--- config.mk ---
export PLATFORM = sky130hd
export DESIGN_NAME = output_ctrl
export DESIGN_NICKNAME = d
export VERILOG_FILES = /design/src/rtl/output_ctrl.sv
export SDC_FILE = /design/constraint.sdc
export NUM_CORES = 1
export LEC_CHECK = 0
export BUFFER_PORTS_ARGS = -buffer_cell sky130_fd_sc_hd__buf_2
export CAP_MARGIN = 20
export CORE_UTILIZATION = 42
export CTS_BUF_LIST = sky130_fd_sc_hd__clkbuf_8
export CTS_CLUSTER_DIAMETER = 30
export DETAILED_ROUTE_END_ITERATION = 6
export GPL_TIMING_DRIVEN = 0
export HOLD_SLACK_MARGIN = 0.15
export PLACE_DENSITY = 0.73
export SETUP_SLACK_MARGIN = 0.4
export SLEW_MARGIN = 20
export SYNTH_ARGS = -nofsm -noshare
export SYNTH_HDL_FRONTEND = slang
export SYNTH_SLANG_ARGS = --single-unit
--- constraint.sdc ---
create_clock -name clk -period 2.9 [get_ports clk]
set_input_delay 0.58 -clock clk [delete_from_list [all_inputs] [get_ports clk]]
set_output_delay 0.58 -clock clk [all_outputs]
set_load 0.05 [all_outputs]
--- src/rtl/output_ctrl.sv ---
// Router output port: round-robin arbitration into even/odd VC buffers and link-side send handshake.
// Optional sent-flit counter built only when OUTPUT_CTRL_STATS_EN is defined.
//
// state  | meaning
// IDLE   | after reset, no grant and no send
// ODD    | write odd VC from inputs, send even VC to link
// EVEN   | write even VC from inputs, send odd VC to link
module output_ctrl #(
   parameter int DATA_WIDTH = 64,
   parameter int NUM_IN     = 4,
   parameter int CNT_WIDTH  = 16
) (
   input  logic                         clk,
   input  logic                         rst,
   input  logic [NUM_IN-1:0]            sig_req_channel,
   input  logic [NUM_IN*DATA_WIDTH-1:0] inner_dataI,
   output logic [NUM_IN-1:0]            sig_channel_clean,
   input  logic                         receiveO,
   output logic                         sendO,
   output logic [DATA_WIDTH-1:0]        dataO,
   output logic                         polarity,
   output logic [CNT_WIDTH-1:0]         pkt_cnt
);

   localparam int PTR_W = (NUM_IN > 1) ? $clog2(NUM_IN) : 1;
   localparam logic [PTR_W:0]   NUM_IN_W = (PTR_W+1)'(NUM_IN);
   localparam logic [PTR_W-1:0] LAST_IDX = PTR_W'(NUM_IN - 1);

   typedef enum logic [1:0] {S_IDLE, S_ODD, S_EVEN} state_t;

   state_t                 state, state_nxt;
   logic [1:0]             vc_full;
   logic [DATA_WIDTH-1:0]  vc_data [2];
   logic [PTR_W-1:0]       rr_ptr  [2];

   logic                   active, p, q;
   logic                   win_found, grant, send;
   logic [PTR_W-1:0]       win_idx, ptr_nxt;
   logic [DATA_WIDTH-1:0]  win_data;

   // VC index 1 is the odd buffer, 0 the even one
   assign active = (state != S_IDLE);
   assign p      = (state == S_ODD);
   assign q      = ~p;

   always_ff @(posedge clk) begin
      if (rst) state <= S_IDLE;
      else     state <= state_nxt;
   end

   always_comb begin
      state_nxt = S_IDLE;
      case (state)
         S_IDLE:  state_nxt = S_ODD;
         S_ODD:   state_nxt = S_EVEN;
         S_EVEN:  state_nxt = S_ODD;
         default: state_nxt = S_IDLE;
      endcase
   end

   always_comb begin
      logic [PTR_W:0] sum;
      win_found = 1'b0;
      win_idx   = '0;
      sum       = '0;
      for (int k = 0; k < NUM_IN; k++) begin
         sum = {1'b0, rr_ptr[p]} + (PTR_W+1)'(k);
         if (sum >= NUM_IN_W) sum = sum - NUM_IN_W;
         if (!win_found && sig_req_channel[sum[PTR_W-1:0]]) begin
            win_found = 1'b1;
            win_idx   = sum[PTR_W-1:0];
         end
      end
   end

   assign win_data = inner_dataI[int'(win_idx)*DATA_WIDTH +: DATA_WIDTH];
   assign ptr_nxt  = (win_idx == LAST_IDX) ? '0 : win_idx + 1'b1;

   // grant never looks at receiveO, so there is no comb path from the link to the inputs
   always_comb begin
      grant             = 1'b0;
      send              = 1'b0;
      sig_channel_clean = '0;
      dataO             = '0;
      polarity          = 1'b0;
      if (!rst) begin
         polarity = (state == S_ODD);
         grant    = active && !vc_full[p] && win_found;
         send     = active && vc_full[q] && receiveO;
         if (grant) sig_channel_clean[win_idx] = 1'b1;
         if (send)  dataO = vc_data[q];
      end
   end

   assign sendO = send;

   always_ff @(posedge clk) begin
      if (rst) begin
         vc_full <= '0;
         for (int i = 0; i < 2; i++) begin
            vc_data[i] <= '0;
            rr_ptr[i]  <= '0;
         end
      end else begin
         if (grant) begin
            vc_full[p] <= 1'b1;
            vc_data[p] <= win_data;
            rr_ptr[p]  <= ptr_nxt;
         end
         if (send) vc_full[q] <= 1'b0;
      end
   end

`ifdef OUTPUT_CTRL_STATS_EN
   logic [CNT_WIDTH-1:0] cnt_q;

   always_ff @(posedge clk) begin
      if (rst)                       cnt_q <= '0;
      else if (send && cnt_q != '1)  cnt_q <= cnt_q + 1'b1;
   end

   assign pkt_cnt = rst ? '0 : cnt_q;
`else
   assign pkt_cnt = '0;
`endif

endmodule

==> results of run 1 <==
==> placed cells by master, fill, tap and decap left out, drive strengths merged, types with 6 or more instances in the layout <==
| cell type | n |
|---|---|
| buf | 430 |
| edfxtp | 132 |
| mux2i | 132 |
| o22ai | 128 |
| a22o | 64 |
| clkbuf | 48 |
| conb | 16 |
| nor2 | 8 |
| clkinv | 8 |
| inv | 7 |
| or2 | 7 |
| and2 | 6 |
| nand2b | 6 |
==> kinds of logic (layout without fill, tap and decap cells) <==
logic type,Yosys count,after routing,synth area share [%]
AND/OR/NAND/NOR,34,38,2.54
multiplexers,133,133,17.8
other,1,17,0.0494
adder cells (fa/ha/maj),4,4,0.659
buffers and inverters,80,499,7.02
AO/OA/AOI/OAI,200,200,18.7
flip-flops,136,136,53.3
==> layout make-up <==
cell class,count,area [µm²]
Antenna cell,1,2.50
Inverter,7,28.8
Tap cell,225,282
Clock inverter,14,135
Fill cell,1064,4110
Timing Repair Buffer,388,3220
Multi-Input combinational cell,391,4520
Clock buffer,17,234
Buffer,73,903
Sequential cell,136,4050
==> sequential cells by signal, indices dropped and copies added, names as in the netlist <==
signal / count
rr_ptr: 4
state: 2
vc_data: 128
vc_full: 2
==> final timing paths <==
path                                        endpoint  slack [ns]  cells after the start
worst max-delay path            sig_channel_clean[2]       -0.19                     10
worst min-delay path                        state[0]        0.44                      1
worst min register to register              state[0]        0.44                      1
worst max register to register         vc_data[1][0]       -0.16                     16
==> routing by layer <==
layer  vias up  global-route usage [%]  share of wire (%)
li1       3247                       -                  -
met1      3570                    30.9                 38
met2       401                    49.7                 52
met3        74                    6.67                6.8
met4         6                    9.63                3.0
met5         -                       0               0.13
==> per-stage QoR <==
| step | TNS (ns) | utilization [%] | std cells |
|---|---|---|---|
| after floorplan | 0 | - | 603 |
| after CTS | -0.375 | 67.5 | 1215 |
| final | -14.35 | 76.5 | 1252 |
| after global placement | -27.43 | 58.0 | 1160 |
| after detailed placement | -29.35 | 58.0 | 1160 |
| after global routing | -22.70 | 76.5 | 1251 |
==> worst reg2reg max path: stages, from the launching register on <==
cell and delay, ns:
sky130_fd_sc_hd__dfxtp_2 0.33, sky130_fd_sc_hd__nand2b_4 0.14, sky130_fd_sc_hd__buf_8 0.14, sky130_fd_sc_hd__mux2i_4 0.19, sky130_fd_sc_hd__mux2i_2 0.16, sky130_fd_sc_hd__a222oi_1 0.39, sky130_fd_sc_hd__buf_4 0.24, sky130_fd_sc_hd__buf_4 0.12
sky130_fd_sc_hd__buf_6 0.08, sky130_fd_sc_hd__buf_6 0.08, sky130_fd_sc_hd__buf_6 0.08, sky130_fd_sc_hd__buf_6 0.08, sky130_fd_sc_hd__buf_6 0.13, sky130_fd_sc_hd__nand2b_4 0.20, sky130_fd_sc_hd__buf_12 0.17, sky130_fd_sc_hd__clkbuf_16 0.17
sky130_fd_sc_hd__o22ai_1 0.09
==> where the power goes <==
| part | leakage (nW) | internal, mW | total [mW] | switching [mW] |
|---|---|---|---|---|
| sequential | 1.41 | 2.32 | 2.39 | 0.0712 |
| clock | 0.178 | 0.746 | 1.53 | 0.782 |
| combinational | 4.63 | 0.627 | 1.37 | 0.744 |
| total | 6.22 | 3.69 | 5.29 | 1.60 |
==> what timing repair did <==
item	in CTS	in global routing
cloned	6	21
buffers inserted	18	15
endpoints found under the setup margin	316	265
pin swaps	6	58
endpoints found under the hold margin	0	0
resized for setup	292	191
hold buffers	0	0
==> reports/results.md, run 1 <==
### Job
• **total of max-cap violations** 0

### Worst setup path
• **Setup Crit Path Kind** register to output pin
• **max incr delay on CP** 0.39 ns
• **CP arrival** 2.51 ns
• **cells along the critical path** nand2b_4 > buf_8 > mux2i_4 > mux2i_2 > a222oi_1 > buf_4 > inv_4 > ha_4 > and2_4 > buf_8
• **worst path required time** 2.32 ns
• **number of buffers and inverters on the critical path** 4
• **library cell contributing the largest single delay on the critical path** sky130_fd_sc_hd__a222oi_1
• **endpoint kind of the worst setup timing path** output pin
• **CP max FO** 5
• **critical register-to-register path startpoint** state[1]
• **cell mode on critical path** sky130_fd_sc_hd__buf_8
• **Worst setup startpoint** state[1]
• **Top delay family on crit path** buffers and inverters
• **startpoint types** register

### Die
• **die outline width** 136 µm
• **number of standard-cell rows in the floorplan** 48
• **Total Die Area** 18600 µm²
• **initial standard-cell utilization of the core** 43.4%
• **io pins** 349
• **Die H** 136 µm
• **area of the placeable core** 17500 µm²

### STA
• **Hold Worst Slack** 0.438 ns
• **worst slew margin relative to its limit** 18.0%
• **endpoints failing hold** 0
• **setup repair after global routing missed its margin** true
• **final max-slew violation count** 0
• **maximum achievable frequency** 323 MHz
• **Setup violations, final** 143
• **crit path setup slack, layout** -0.195 ns
• **Clock Skew** 0.0160 ns
• **post-route clock period utilization** 107%
• **time the worst path needs with I/O delays and setup** 3.09 ns
• **transition time at the pin with the least slew margin** 1.23 ns

### Clock network
• **H-Tree Level Count** 4
• **clock net sink count** 136
• **Clk Tree Root Cell** sky130_fd_sc_hd__clkbuf_8
• **clock transition at the registers of the reported paths** 0.07 ns
• **insertion delay to the later sink of the worst-skew pair** 0.46 ns
• **total clock buffers created by CTS** 17
• **TritonCTS clock tree** built
• **CTS max path bufs** 2

### Synthesis
• **Yosys top cell area share** 52.2%
• **number of warnings issued by yosys** 0
• **total standard cell area after synthesis** 7590 µm²
• **count of flip-flops with a built-in enable after synthesis** 132
• **number of standard cells after synthesis** 588
• **number of library cell types mapped by synthesis** 32
• **cell type with the largest total area after synthesis** sky130_fd_sc_hd__edfxtp_1
• **Synth Register Bits** 136
• **top cells by count, synth** sky130_fd_sc_hd__edfxtp_1, sky130_fd_sc_hd__mux2i_1, sky130_fd_sc_hd__o22ai_1
• **leading cell types by total area after synthesis** sky130_fd_sc_hd__edfxtp_1, sky130_fd_sc_hd__mux2i_1, sky130_fd_sc_hd__o22ai_1
• **fraction of the yosys area taken by sequential cells** 53.3%
• **share of synthesized registers carrying an async set or reset** 0%
• **dominant cell by count in the synthesized netlist** sky130_fd_sc_hd__edfxtp_1
• **Post-Syn Area per Cell** 12.9 µm²
• **flip-flop cell with the highest count after synthesis** sky130_fd_sc_hd__edfxtp_1

### Layout
• **area growth from synthesis to layout** 76.1%
• **post-layout net count** 1281
• **proportion of layout cells with a drive suffix above 1** 67.3%
• **finished layout cell area** 13400 µm²

### Global routing
• **number of antenna violations at the first check in global routing** 3
• **pin count of the biggest net entering global routing** 34
• **All-Layer GR Usage** 27.3%
• **Overflow after GRT** 0
• **vias in the first global route** 6919
• **global-route wire length before repair** 37200 µm

### Place
• **total of buffers placed on input and output ports** 332
• **total placed instance area** 10100 µm²
• **final RePlAce weighted congestion** 0.837
• **Placement Setup Slack** -0.435 ns
• **HPWL reported at the end of detailed placement** 16900 µm

### Power and ir drop
• **power after layout** 5.29 mW
• **Power per Cell Area** 396 nW/µm²
• **maximum resistive drop on vdd** 0.000270 V
• **static leakage power** 6.22 nW

### Drt
• **vias per cell** 5.83
• **first-iteration detailed-routing DRC count** 416
• **number of detailed-route iterations in the first pass** 5
• **average routed wire per standard cell** 23.4 µm
• **post-route DRC violation count** 0
• **detailed-route via count** 7298
• **final antenna-violating net count** 0
• **Final Routed Wirelength** 29300 µm

### Min path
• **hold path startpoint** state[0]
• **Worst Hold Class** register to register

### Status
• **outcome** complete, but fails checks
• **failing checks** setup timing

No activity file was read; power rests on OpenSTA's default activity.
==> run 2: changes to the inputs <==
--- a/config.mk
+++ b/config.mk
@@ -7,13 +7,14 @@
 export LEC_CHECK = 0
 export BUFFER_PORTS_ARGS = -buffer_cell sky130_fd_sc_hd__buf_2
 export CAP_MARGIN = 20
-export CORE_UTILIZATION = 42
+export CORE_AREA = 2 2 136 138
 export CTS_BUF_LIST = sky130_fd_sc_hd__clkbuf_8
 export CTS_CLUSTER_DIAMETER = 30
 export DETAILED_ROUTE_END_ITERATION = 6
+export DIE_AREA = 0 0 138 140
 export GPL_TIMING_DRIVEN = 0
 export HOLD_SLACK_MARGIN = 0.15
-export PLACE_DENSITY = 0.73
+export PLACE_DENSITY = 0.74
 export SETUP_SLACK_MARGIN = 0.4
 export SLEW_MARGIN = 20
 export SYNTH_ARGS = -nofsm -noshare
==> run 2 against run 1 <==
The flow still finishes with violations (setup timing). Combinational power fell by 9%. Routed wire length decreased by 5.2%. Clock power increased by 14%. Die area is 3.8% higher. Global-route usage shrank 1.4 points. Power rose by 2.0%. Via count fell by 3.2%. Design area down 4.4%. Worst setup slack better by 0.062 ns. Sequential power about the same.
==> reports/results.md, run 2 (synthesis gave the netlist of run 1 again) <==
### Die
• **io pins** 349
• **Total Die Area** 19300 µm²
• **Die H** 140 µm
• **die outline width** 138 µm
• **initial standard-cell utilization of the core** 42.7%
• **area of the placeable core** 17800 µm²
• **number of standard-cell rows in the floorplan** 49

### Worst setup path
• **CP arrival** 2.45 ns
• **CP max FO** 6
• **Setup Crit Path Kind** register to output pin
• **termination of the worst setup path** sig_channel_clean[2]
• **capture point of the worst reg-to-reg path** vc_data[0][34]
• **worst path required time** 2.32 ns
• **setup slack, reg-to-reg** -0.01 ns
• **Worst setup startpoint** state[1]
• **critical register-to-register path startpoint** state[1]
• **Worst R2R Path Depth** 3
• **endpoint kind of the worst setup timing path** output pin
• **startpoint types** register

### Layout
• **top library cells by usage in the layout, fill and taps aside** sky130_fd_sc_hd__buf_2, sky130_fd_sc_hd__edfxtp_1, sky130_fd_sc_hd__o22ai_1
• **antenna diode instance count** 0
• **final standard cell utilization of the core** 71.9%
• **Largest Register** vc_data
• **proportion of layout cells with a drive suffix above 1** 62.1%
• **post-layout net count** 1272
• **largest registers** vc_data: 128 flops, rr_ptr: 4 flops
• **area growth from synthesis to layout** 68.4%
• **commonest non-fill, non-tap cell in the layout** sky130_fd_sc_hd__buf_2
• **number of flip-flops under the largest register name** 128

### STA
• **setup repair after global routing missed its margin** true
• **endpoints failing hold** 0
• **Clock Skew** 0.0122 ns
• **final max-slew violation count** 0
• **crit path setup slack, layout** -0.133 ns
• **transition time at the pin with the least slew margin** 1.36 ns
• **Hold Worst Slack** 0.482 ns
• **aggregate negative setup slack** -2.50 ns
• **Setup violations, final** 51
• **post-route clock period utilization** 105%
• **worst slew margin relative to its limit** 8.31%
• **maximum achievable frequency** 330 MHz
• **time the worst path needs with I/O delays and setup** 3.03 ns

### Place
• **HPWL reported at the end of detailed placement** 17200 µm
• **total of buffers placed on input and output ports** 332
• **Placement Setup Slack** -0.415 ns
• **final RePlAce weighted congestion** 0.808

### Job
• **total of max-cap violations** 0

### Clock network
• **clock transition at the registers of the reported paths** 0.08 ns
• **TritonCTS clock tree** built
• **Clk Tree Root Cell** sky130_fd_sc_hd__clkbuf_8
• **CTS max path bufs** 2
• **H-Tree Level Count** 4
• **clock net sink count** 136
• **total clock buffers created by CTS** 17
• **insertion delay to the later sink of the worst-skew pair** 0.45 ns

### Global routing
• **All-Layer GR Usage** 25.9%
• **Overflow after GRT** 0
• **global-route wire length before repair** 39100 µm
• **number of antenna violations at the first check in global routing** 0
• **pin count of the biggest net entering global routing** 67
• **vias in the first global route** 7152

### Drt
• **detailed-route via count** 7068
• **final antenna-violating net count** 0
• **wire length on met2** 14100 µm
• **post-route DRC violation count** 0
• **Top Layer Used** met4
• **wire length on met3** 2040 µm
• **average routed wire per standard cell** 22.3 µm
• **number of detailed-route iterations in the first pass** 5
• **Final Routed Wirelength** 27800 µm
• **length of routed wiring on met1** 10700 µm
• **first-iteration detailed-routing DRC count** 546
• **vias per cell** 5.67

### Status
• **outcome** complete, but fails checks
• **failing checks** setup timing

### Power and ir drop
• **maximum resistive drop on vdd** 0.000268 V
• **Power per Cell Area** 422 nW/µm²
• **static leakage power** 5.94 nW

### Min path
• **Worst Hold Class** register to register

run 2: worst max-delay path, cell delays in order (launching register included):
cell and delay (ns):
sky130_fd_sc_hd__dfxtp_2 0.34, sky130_fd_sc_hd__nand2b_4 0.13, sky130_fd_sc_hd__buf_8 0.13, sky130_fd_sc_hd__mux2i_4 0.28, sky130_fd_sc_hd__mux2i_1 0.11, sky130_fd_sc_hd__a222oi_1 0.31
sky130_fd_sc_hd__buf_4 0.21, sky130_fd_sc_hd__inv_4 0.04, sky130_fd_sc_hd__ha_2 0.16, sky130_fd_sc_hd__and2_4 0.13, sky130_fd_sc_hd__buf_8 0.14
run 2: worst min path at each step:
| stage | endpoint | depth (start not counted) | startpoint |
|---|---|---|---|
| 6_report | state[0] | 1 | state[0] |
| 5_1_grt | state[0] | 1 | state[0] |
| 4_1_cts | state[0] | 1 | state[0] |
| 3_5_place_dp | state[0] | 1 | state[0] |
| 3_3_place_gp | state[0] | 1 | state[0] |
| 2_1_floorplan | state[0] | 1 | state[0] |
run 2: report_power, final:
part | total (mW) | switching [mW] | internal [mW]
sequential | 2.39 | 0.0709 | 2.32
combinational | 1.25 | 0.661 | 0.591
clock | 1.75 | 0.741 | 1.01
total | 5.40 | 1.47 | 3.92
run 2: cell type report:
type	instances	area [µm²]
clock inverter	14	206
multi-input combinational	388	4020
sequential	136	4050
timing repair buffer	382	3120
tap	229	287
inverter	7	28.8
fill	1214	4990
buffer	73	848
clock buffer	17	234
run 2: timing repair:
item                       4_1_cts  5_1_grt
hold buffers                     0        0
buffers inserted                20        9
pin swaps                       11        3
setup endpoints to repair      263      331
gates cloned                     8       14
resized for setup              291      104
run 2: through the flow:
step | instances | area (µm²) | total power, mW
detailed placement | 1164 | 10100 | 3.41
global route | 1246 | 12800 | 5.55
finish | 1246 | 12800 | 5.40
global placement | 1164 | 10100 | 3.38
CTS | 1223 | 12000 | 5.22
floorplan | 603 | 8190 | 3.05
run 2: metal layers:
layer | up-vias | GRT usage [%]
met3 | 52 | 5.57
met2 | 391 | 46.7
met5 | - | 0
li1 | 3214 | -
met1 | 3411 | 30.5
met4 | 0 | 9.67
==> run 3: changes to the inputs <==
==> constraint.sdc (replaced) <==
create_clock -name clk -period 3.42 [get_ports clk]
set_input_delay 0.684 -clock clk [delete_from_list [all_inputs] [get_ports clk]]
set_output_delay 0.684 -clock clk [all_outputs]
set_load 0.05 [all_outputs]
==> run 3 against run 2 <==
The flow now finishes without violations. Combinational power fell by 30%. Critical endpoint unchanged. Die area did not move. Via count fell by 5.8%. Largest cell class unchanged. Worst setup slack improved by 0.49 ns.
==> reports/results.md, run 3 (synthesis gave the netlist of run 1 again) <==
### Die
• **die outline width** 138 µm
• **area of the placeable core** 17800 µm²
• **io pins** 349
• **initial standard-cell utilization of the core** 42.7%
• **Die H** 140 µm
• **Total Die Area** 19300 µm²
• **number of standard-cell rows in the floorplan** 49

### Drt
• **Final Routed Wirelength** 23700 µm
• **final antenna-violating net count** 0
• **average routed wire per standard cell** 19.6 µm
• **wire length on met3** 1790 µm
• **wire length on met2** 12300 µm
• **first-iteration detailed-routing DRC count** 411
• **detailed-route via count** 6659
• **Top Layer Used** met5
• **post-route DRC violation count** 0
• **number of detailed-route iterations in the first pass** 5
• **vias per cell** 5.52
• **length of routed wiring on met1** 9090 µm

### Min path
• **Worst Hold Class** register to register

### STA
• **worst slew margin relative to its limit** 40.2%
• **time the worst path needs with I/O delays and setup** 3.06 ns
• **Setup violations, final** 0
• **crit path setup slack, layout** 0.359 ns
• **Clock Skew** 0.00988 ns
• **setup repair after global routing missed its margin** true
• **endpoints failing hold** 0
• **final max-slew violation count** 0
• **post-route clock period utilization** 89.5%
• **maximum achievable frequency** 327 MHz
• **aggregate negative setup slack** 0 ns
• **transition time at the pin with the least slew margin** 0.884 ns

### Clock network
• **H-Tree Level Count** 4
• **clock transition at the registers of the reported paths** 0.08 ns
• **hold buffer count at CTS** 0
• **insertion delay to the later sink of the worst-skew pair** 0.44 ns
• **CTS max path bufs** 2
• **Clk Tree Root Cell** sky130_fd_sc_hd__clkbuf_8
• **TritonCTS clock tree** built
• **clock net sink count** 136
• **total clock buffers created by CTS** 17

### Worst setup path
• **worst path required time** 2.74 ns
• **capture point of the worst reg-to-reg path** vc_data[1][63]
• **Worst setup startpoint** state[1]
• **termination of the worst setup path** sig_channel_clean[2]
• **setup slack, reg-to-reg** 0.62 ns
• **CP arrival** 2.38 ns
• **endpoint kind of the worst setup timing path** output pin
• **CP max FO** 5
• **startpoint types** register
• **Worst R2R Path Depth** 6
• **Setup Crit Path Kind** register to output pin
• **critical register-to-register path startpoint** state[1]

### Global routing
• **number of antenna violations at the first check in global routing** 2
• **global-route wire length before repair** 35500 µm
• **vias in the first global route** 6576
• **All-Layer GR Usage** 23.5%
• **Overflow after GRT** 0
• **pin count of the biggest net entering global routing** 42

### Layout
• **# fillers** 1511
• **combined area of the multi-input logic cells** 3180 µm²
• **area taken by flip-flops and latches** 4050 µm²
• **area growth from synthesis to layout** 37.4%
• **commonest non-fill, non-tap cell in the layout** sky130_fd_sc_hd__buf_2
• **proportion of layout cells with a drive suffix above 1** 52.5%
• **number of flip-flops under the largest register name** 128
• **final standard cell utilization of the core** 58.7%
• **count of non-filler cells in the finished layout** 1207
• **post-layout net count** 1230
• **Largest Register** vc_data
• **top library cells by usage in the layout, fill and taps aside** sky130_fd_sc_hd__buf_2, sky130_fd_sc_hd__edfxtp_1, sky130_fd_sc_hd__mux2i_1
• **largest registers** vc_data: 128 flops, rr_ptr: 4 flops

### Job
• **total of max-cap violations** 0

### Place
• **total of buffers placed on input and output ports** 332
• **HPWL reported at the end of detailed placement** 17200 µm
• **final RePlAce weighted congestion** 0.793
• **Placement Setup Slack** -0.259 ns
• **Post-Place Cells** 1166

### Power and ir drop
• **Power per Cell Area** 399 nW/µm²
• **power after layout** 4.16 mW
• **maximum resistive drop on vdd** 0.000210 V
• **static leakage power** 4.98 nW

### Status
• **outcome** finished, final reports clean

-- run 3: cell count changes in the layout (fill, tap and decap cells not counted), sizes merged --
cell	change
inv	+4
diode	+2
bufbuf	+1
clkinvlp	+2
bufinv	-3
clkinv	-2
clkbuf	+30
buf	-72
or2	-1
-- run 3: final cells by class --
| cell class | count | area share (%) |
|---|---|---|
| Antenna cell | 2 | 0.0480 |
| Buffer | 73 | 5.57 |
| Timing Repair Buffer | 341 | 18.4 |
| Multi-Input combinational cell | 387 | 30.5 |
| Clock buffer | 17 | 2.24 |
| Tap cell | 229 | 2.75 |
| Sequential cell | 136 | 38.8 |
| Inverter | 7 | 0.252 |
| Clock inverter | 15 | 1.46 |
-- run 3: how the worst min path moves through the flow --
stage | start | endpoint | slack, ns | depth (start not counted)
after floorplan | state[0] | state[0] | 0.42 | 1
after global placement | state[0] | state[0] | 0.43 | 1
after detailed placement | state[0] | state[0] | 0.44 | 1
after CTS | state[0] | state[0] | 0.44 | 1
after global routing | state[0] | state[0] | 0.45 | 1
final | state[0] | state[0] | 0.44 | 1
-- run 3: through the flow --
step / hold slack [ns] / area [µm²]
final: 0.435 / 10400
after global routing: 0.449 / 10400
after CTS: 0.435 / 10300
after detailed placement: 0.436 / 9710
after global placement: 0.428 / 9670
after floorplan: 0.419 / 7720
-- run 3: what timing repair did --
item                       CTS  global route
pin swaps                    5             2
gates cloned                 1             0
gates resized for setup     50            51
buffers inserted             5             1
setup endpoints to repair   68            63
-- run 3: metal layers --
metal / up-vias / global-route usage [%]
li1: 3130 / -
met1: 3172 / 27.6
met2: 325 / 42.2
met3: 30 / 5.98
met4: 2 / 8.00
met5: - / 0
-- run 3: report_power, final --
part / internal (mW) / total [mW] / switching [mW]
clock network: 0.649 / 1.30 / 0.649
logic: 0.386 / 0.869 / 0.483
registers: 1.96 / 2.00 / 0.0345
total: 3.00 / 4.16 / 1.17
-- run 3: worst max-delay path, stage by stage, from the launching register on --
cell	delay [ns]
sky130_fd_sc_hd__dfxtp_2	0.32
sky130_fd_sc_hd__nand2b_4	0.14
sky130_fd_sc_hd__buf_8	0.14
sky130_fd_sc_hd__mux2_4	0.31
sky130_fd_sc_hd__a21oi_2	0.13
sky130_fd_sc_hd__o221ai_2	0.14
sky130_fd_sc_hd__buf_6	0.16
sky130_fd_sc_hd__buf_12	0.13
sky130_fd_sc_hd__inv_2	0.05
sky130_fd_sc_hd__ha_2	0.15
sky130_fd_sc_hd__and2_4	0.13
sky130_fd_sc_hd__buf_8	0.14
